==> config.mk <==
export PLATFORM = sky130hd
export DESIGN_NAME = signal_router
export DESIGN_NICKNAME = d
export VERILOG_FILES = /design/src/rtl/signal_router.sv
export SDC_FILE = /design/constraint.sdc
export NUM_CORES = 1
export LEC_CHECK = 0
export BUFFER_PORTS_ARGS = -buffer_cell sky130_fd_sc_hd__clkbuf_2
export CORE_UTILIZATION = 45
export CTS_CLUSTER_DIAMETER = 200
export DETAILED_ROUTE_END_ITERATION = 6
export HOLD_SLACK_MARGIN = 0.03
export PLACE_DENSITY = 0.83
export RECOVER_POWER = 50
export SETUP_SLACK_MARGIN = 0.2
export SLEW_MARGIN = 20
export SYNTH_ARGS = -nofsm -noshare
export SYNTH_HDL_FRONTEND = slang
export SYNTH_SLANG_ARGS = --single-unit
==> constraint.sdc <==
create_clock -name SYS_aclk -period 3.9 [get_ports SYS_aclk]
set_input_delay 0.39 -clock SYS_aclk [delete_from_list [all_inputs] [get_ports SYS_aclk]]
set_output_delay 0.39 -clock SYS_aclk [all_outputs]
set_load 0.05 [all_outputs]
==> src/rtl/signal_router.sv <==
// Demultiplexes one AXI-Stream input onto output A or B through a single-entry
// holding register; route changes wait until the held sample has drained.
module signal_router #(
  parameter int DATA_WIDTH = 16
) (
  input  logic                  SYS_aclk,
  input  logic                  SYS_aresetn,
  input  logic                  switch,
  input  logic [DATA_WIDTH-1:0] s_axis_tdata,
  input  logic                  s_axis_tvalid,
  output logic                  s_axis_tready,
  output logic [DATA_WIDTH-1:0] m_axis_a_tdata,
  output logic                  m_axis_a_tvalid,
  input  logic                  m_axis_a_tready,
  output logic [DATA_WIDTH-1:0] m_axis_b_tdata,
  output logic                  m_axis_b_tvalid,
  input  logic                  m_axis_b_tready,
  output logic                  route,
  output logic [7:0]            switch_count
);

  typedef enum logic [1:0] {
    ROUTE_A = 2'd0,
    ROUTE_B = 2'd1,
    DRAIN   = 2'd2
  } state_t;

  state_t                r_state, w_state_nxt;
  logic                  r_sync1, r_sync2;
  logic                  r_init;
  logic                  r_route;
  logic                  r_hold_valid, r_hold_dest;
  logic [DATA_WIDTH-1:0] r_hold_data;
  logic [7:0]            r_switch_count;

  logic w_sel_sync, w_dest_ready, w_in_acc, w_out_acc, w_drain_exit;

  assign w_sel_sync   = r_sync2;
  assign w_dest_ready = r_hold_dest ? m_axis_b_tready : m_axis_a_tready;
  assign w_out_acc    = r_hold_valid && w_dest_ready;
  assign w_in_acc     = s_axis_tvalid && s_axis_tready;

  // r_init holds off the first accept until one edge after reset release.
  always_comb begin
    s_axis_tready = 1'b0;
    w_state_nxt   = r_state;
    w_drain_exit  = 1'b0;
    case (r_state)
      ROUTE_A, ROUTE_B: begin
        s_axis_tready = r_init && (!r_hold_valid || w_dest_ready);
        if (w_sel_sync != r_route) w_state_nxt = DRAIN;
      end
      DRAIN: begin
        if (!r_hold_valid) begin
          w_drain_exit = 1'b1;
          w_state_nxt  = w_sel_sync ? ROUTE_B : ROUTE_A;
        end
      end
      default: w_state_nxt = ROUTE_A;
    endcase
  end

  always_ff @(posedge SYS_aclk or negedge SYS_aresetn) begin
    if (!SYS_aresetn) begin
      r_state <= ROUTE_A;
      r_sync1 <= 1'b0;
      r_sync2 <= 1'b0;
      r_init  <= 1'b0;
    end else begin
      r_state <= w_state_nxt;
      r_sync1 <= switch;
      r_sync2 <= r_sync1;
      r_init  <= 1'b1;
    end
  end

  // A bounce back to the old route still drains, but is not counted.
  always_ff @(posedge SYS_aclk or negedge SYS_aresetn) begin
    if (!SYS_aresetn) begin
      r_route        <= 1'b0;
      r_switch_count <= 8'd0;
    end else if (w_drain_exit) begin
      r_route <= w_sel_sync;
      if (w_sel_sync != r_route) r_switch_count <= r_switch_count + 8'd1;
    end
  end

  always_ff @(posedge SYS_aclk or negedge SYS_aresetn) begin
    if (!SYS_aresetn) begin
      r_hold_valid <= 1'b0;
      r_hold_dest  <= 1'b0;
      r_hold_data  <= '0;
    end else if (w_in_acc) begin
      r_hold_valid <= 1'b1;
      r_hold_dest  <= r_route;
      r_hold_data  <= s_axis_tdata;
    end else if (w_out_acc) begin
      r_hold_valid <= 1'b0;
    end
  end

  assign m_axis_a_tdata  = r_hold_data;
  assign m_axis_b_tdata  = r_hold_data;
  assign m_axis_a_tvalid = r_hold_valid && !r_hold_dest;
  assign m_axis_b_tvalid = r_hold_valid && r_hold_dest;
  assign route           = r_route;
  assign switch_count    = r_switch_count;

endmodule

# [After elaboration in Yosys (flattened, before gate mapping)]
# Index checks and enable logic that the tools add are counted.
[word_totals] register_bits=32 input_bits=22 output_inout_bits=44 wordCells=38
[op_classes] n_addsub=1 eq_ne=5 muxes=10 reduce_logical=13
[ops] cell="$add 8x1->8 const B" count=1
[ops] cell="$mux 1" count=7
[ops] cell="$logic_and 1x1->1" count=5
[ops] cell="$mux 2" count=2
[ops] cell="$ne 2x2->1 const B" count=2
[ops] cell="$pmux 2 s2" count=1
[ops] cell="$reduce_and 2->1" count=2
[ops] cell="$eq 2x1->1 const B" count=1
[ops] cell="$eq 2x2->1 const B" count=1
[ops] cell="$logic_not 1->1" count=2
[ops] cell="$logic_not 2->1" count=1
[ops] cell="$reduce_bool 2->1" count=1
[ops] cell="$reduce_or 2->1" count=1
[ops] cell="$logic_or 1x1->1" count=1
[ops] cell="$ne 1x1->1" count=1

# [Logic depth before layout (Yosys ltp)]
[depth] depth_word=6 depth_mapped=4 mapped_depth_nobuf=4

# [Worst setup path before layout]
# Ideal clock, no wire load.
[synth_timing] path_type="flip-flop to flip-flop" start="register r_route (netlist: route)" end="register r_switch_count[1] (netlist: switch_count[1])" setup_ns=0.125 arrival_time_ns=1.533 required_time_ns=3.775 path_slack_ns=2.242 stages_incl_launch_ff=4 path_buffers=0 synth_period_minus_slack_ns=1.658 cell_sequence="dfrtp_1 -> xor2_1 -> nand2_2 -> mux2_4"
[synth_via] elab_chain_len=2
[synth_rtl] item="start, declared" line_no="31" source="logic r_route;"
[synth_rtl] item="start signal, assigned" line_no="83" source="r_route <= w_sel_sync;"
[synth_rtl] item="$ne 1x1->1" line_no="84" source="if (w_sel_sync != r_route) r_switch_count <= r_switch_count + 8'd1;"
[synth_rtl] item="$reduce_and 2->1 (no line)"
[synth_rtl] item="end signal, assigned" line_no="84"
[synth_rtl] item="end, declared" line_no="34" source="logic [7:0] r_switch_count;"
# Every way passes these cells.
# A chain may end at the register's enable or synchronous reset.

# [Worst setup path after layout]
[layout_timing] start="register r_hold_dest" end="output s_axis_tready"
[layout_via] elab_chain_len=4
[layout_rtl] item="start, declared" line_no="32" source="logic r_hold_valid, r_hold_dest;"
[layout_rtl] item="start signal, assigned" line_no="95" source="r_hold_dest <= r_route;"
[layout_rtl] item="$mux 1" line_no="39" source="assign w_dest_ready = r_hold_dest ? m_axis_b_tready : m_axis_a_tready;"
[layout_rtl] item="$logic_or 1x1->1" line_no="50" source="s_axis_tready = r_init && (!r_hold_valid || w_dest_ready);"
[layout_rtl] item="$logic_and 1x1->1" line_no="50"
[layout_rtl] item="$mux 1" line_no="48" source="case (r_state)"
[layout_rtl] item="end, declared" line_no="11" source="output logic s_axis_tready,"
# Every way passes these cells.

==> Implementation_results.wiki <==
{| class="wikitable"
! Metric !! Value
|-
| Outcome || complete, but fails checks
|-
| Violated checks || max-capacitance violations, max-slew violations
|-
| Parity-gate share of the synthesized area counting xor and xnor cells || under 10%
|-
| Mux cell area share after synthesis || roughly 17%
|-
| Die X || roughly 59 um
|-
| Source-to-sink clock delay at the later pin of the worst-skew pair || between 0.3 and 0.4 ns
|-
| Router iterations before antenna repair || 4
|-
| Slew @ Worst Pin || roughly 1.7 ns
|-
| Number of buffer cells added on primary ports || 65
|-
| Highest fanout seen on the critical path || 4
|-
| Die Area || about 3500 um2
|-
| Main combinational cell family by area after synthesis || multiplexers
|-
| Initial antenna violation count || 0
|-
| Worst clock skew || roughly 0.0032 ns
|-
| Deepest level of the CTS H-tree || 2
|-
| Final setup violating endpoints || 0
|-
| Dominant delay contributor by cell family on the critical path || flip-flops
|-
| Worst Setup Start Kind || register
|-
| Synth area leaders || sky130_fd_sc_hd__dfrtp_1 55%, sky130_fd_sc_hd__mux2_4 11%, sky130_fd_sc_hd__buf_4 8.2%, sky130_fd_sc_hd__mux2_2 5.4%, sky130_fd_sc_hd__xnor2_1 4.2%
|-
| Worst path cell trace || mux2i_1 -> nand2_1 -> and3b_1 -> clkbuf_2
|-
| Routed wire per std cell || between 10 and 15 um
|-
| DRC Markers || 0
|-
| Height of the die || about 59 um
|-
| Final Net Count || between 150 and 200
|-
| Leading cell types by count after synthesis || 32 x sky130_fd_sc_hd__dfrtp_1, 16 x sky130_fd_sc_hd__buf_4, 11 x sky130_fd_sc_hd__mux2_4, 7 x sky130_fd_sc_hd__mux2_2, 7 x sky130_fd_sc_hd__xnor2_1
|-
| Post-layout minimum cycle time || around 2.0 ns
|-
| Number of inserted diodes || 0
|-
| CORE AREA || 3080 um2
|-
| Wire length after detailed routing || roughly 2.7 mm
|-
| Clk sink count || 32
|-
| Count of pins over their slew limit || 33
|-
| Via count || between 900 and 1000
|-
| Portion of synthesized cell area occupied by the leading cell type || a little over half
|-
| I/O pin count || 66
|-
| Summed negative setup slack over all endpoints || 0 ns
|-
| EDFF count, synth || 0
|-
| Iteration-0 DRC Markers || 19
|-
| Number of core rows || 20
|-
| Clock-pin slew of the registers on the worst-case setup and hold paths || approximately 0.090 ns
|-
| Detailed placement HPWL || between 1.5 and 2 mm
|-
| Crit Path Category || reg -> out
|-
| GRT Total Usage || around 18%
|-
| Initial Utilization || between 40% and 50%
|-
| First-pass GRT wire length || about 4.5 mm
|-
| Flip-flop cell with the highest count after synthesis || sky130_fd_sc_hd__dfrtp_1
|-
| CTS tree || done
|-
| Adder-Cell Fraction of Synth Area || less than 1%
|-
| Largest stage delay on the critical path || approximately 0.41 ns
|-
| Area Overhead vs Synth || 18.8%
|-
| Routed Antenna Nets || 0
|-
| Cell type with the highest aggregate area in the netlist || sky130_fd_sc_hd__dfrtp_1
|-
| Setup repair after global routing missed its margin || false
|-
| Max_cap viols || 1
|-
| Cts hold-fix bufs || 0
|-
| Synth Area per Inst || between 10 and 15 um2
|-
| Most numerous cell in the Yosys netlist || sky130_fd_sc_hd__dfrtp_1
|-
| Distinct cell type count after synthesis || 29
|-
| Buffers plus inverters on the worst setup path || 1
|-
| Seq cells post-synth || 32
|-
| Number of buffers on the longest clock path || 2
|-
| Number of clock buffers inserted by TritonCTS || 5
|-
| Post-CTS setup repair buffer count || 0
|-
| Synthesis Warnings || 0
|-
| CP required || roughly 3.5 ns
|-
| Fraction of the mapped netlist area in compound gates || between 2 and 2.5%
|-
| Cell area after synthesis || 1470 um2
|-
| Number of nets in the synthesized netlist || 130
|-
| Master of the slowest instance on the critical path || sky130_fd_sc_hd__dfrtp_1
|-
| CP endpoint kind || primary output
|-
| Final worst-path cycle share || between 50% and 60%
|-
| Achievable Freq || 498 MHz
|-
| Endpoint arrival time on the critical path || ~1.6 ns
|-
| Number of global-route vias before repair || roughly 970
|-
| Fraction of registers with async set or reset after synthesis || between 90% and 100%
|-
| Worst slew slack as a fraction of its limit || -10.8%
|-
| Layout cell share with drive strength beyond 1 || a little under half
|-
| Number of instances in the synthesized netlist || approximately 110
|-
| Final Hold Viols || 0
|-
| CTS Root Buffer Type || sky130_fd_sc_hd__clkbuf_4
|-
| Maximum number of pins on one net before global-route repair || 33
|-
| Post-synthesis share of cell area spent on and, or, nand and nor gates || between 10% and 20%
|-
| Number of resized instances in the post-cts repair step || 0
|-
| Detail-routed via count per cell || approximately 4.8
|-
| Sequential cell area fraction in the yosys report || 54.5%
|-
| Leftover overflow at the end of global routing || 0
|-
| Type of the tightest min-delay check || in -> reg
|-
| Weighted congestion reported at the end of routability-driven placement || a little under 0.8
|}
per-stage QoR:
stage	std cells	utilization [%]	setup slack (ns)	hold WS (ns)	instance area [um2]
2_1_floorplan	107	-	2.24	0.0944	1470
3_3_place_gp	199	55.5	2.21	0.333	1710
3_5_place_dp	199	55.5	2.14	0.338	1710
4_1_cts	207	57.4	1.86	0.139	1770
5_1_grt	207	56.7	1.79	0.154	1750
6_report	207	56.7	1.89	0.173	1750
worst paths after layout:
path | from | to | slack, ns | cells past startpoint
worst max-delay path | r_hold_dest | s_axis_tready | 1.89 | 4
worst min-delay path | switch | r_sync1 | 0.17 | 1
worst max register to register | r_state[1] | m_axis_a_tdata[5] | 2.14 | 3
worst min register to register | r_sync1 | r_sync2 | 0.36 | 0
max in group asynchronous | SYS_aresetn | m_axis_a_tdata[15] | 2.46 | 1
min in group asynchronous | SYS_aresetn | m_axis_a_tdata[1] | 0.49 | 1
worst register-to-register path: cells and delay by family (launching register included):
kind            cells  cell delay, ns
compound gates      1            0.56
mux                 1            0.42
simple gates        1            0.24
flops               1            0.43
cells by family after synthesis:
logic type	Yosys count
adder cells (fa/ha/maj)	1
AND/OR/NAND/NOR	24
other	1
multiplexers	19
buffers and inverters	18
AO/OA/AOI/OAI	4
XOR/XNOR	8
flip-flops	32
state kept, by name, summed over array words and instances (netlist names):
| register | count |
|---|---|
| switch_count | 8 |
| r_sync2 | 1 |
| r_hold_dest | 1 |
| r_hold_valid | 1 |
| m_axis_a_tdata | 16 |
| r_sync1 | 1 |
| r_state | 2 |
| route | 1 |
| r_init | 1 |
per-layer routing:
| layer | track usage (%) | part of all wire [%] | up-vias |
|---|---|---|---|
| met3 | 6.11 | 6.0 | 3 |
| met2 | 31.0 | 52 | 42 |
| met1 | 20.1 | 41 | 485 |
| met5 | 0 | 0 | - |
| li1 | - | - | 455 |
| met4 | 5.10 | 0.94 | 0 |
layout by cell type (no fill, tap or decap), types with 3 or more instances in the layout:
cell,n
sky130_fd_sc_hd__clkbuf_2,47
sky130_fd_sc_hd__dfrtp_1,32
sky130_fd_sc_hd__clkbuf_1,20
sky130_fd_sc_hd__mux2_4,11
sky130_fd_sc_hd__xnor2_1,7
sky130_fd_sc_hd__mux2_2,7
sky130_fd_sc_hd__clkbuf_4,5
sky130_fd_sc_hd__nand2_1,4
sky130_fd_sc_hd__and3_1,3
sky130_fd_sc_hd__nand3_1,3
layout make-up:
| cell class | instances | area [um2] |
|---|---|---|
| Inverter | 1 | 3.75 |
| Clock buffer | 8 | 58.8 |
| Multi-Input combinational cell | 57 | 524 |
| Timing Repair Buffer | 65 | 303 |
| Sequential cell | 32 | 801 |
| Fill cell | 287 | 1330 |
| Tap cell | 44 | 55.1 |
Power is not shown: default switching activity piles up to over one toggle a cycle in this logic, so the estimate is an artifact.
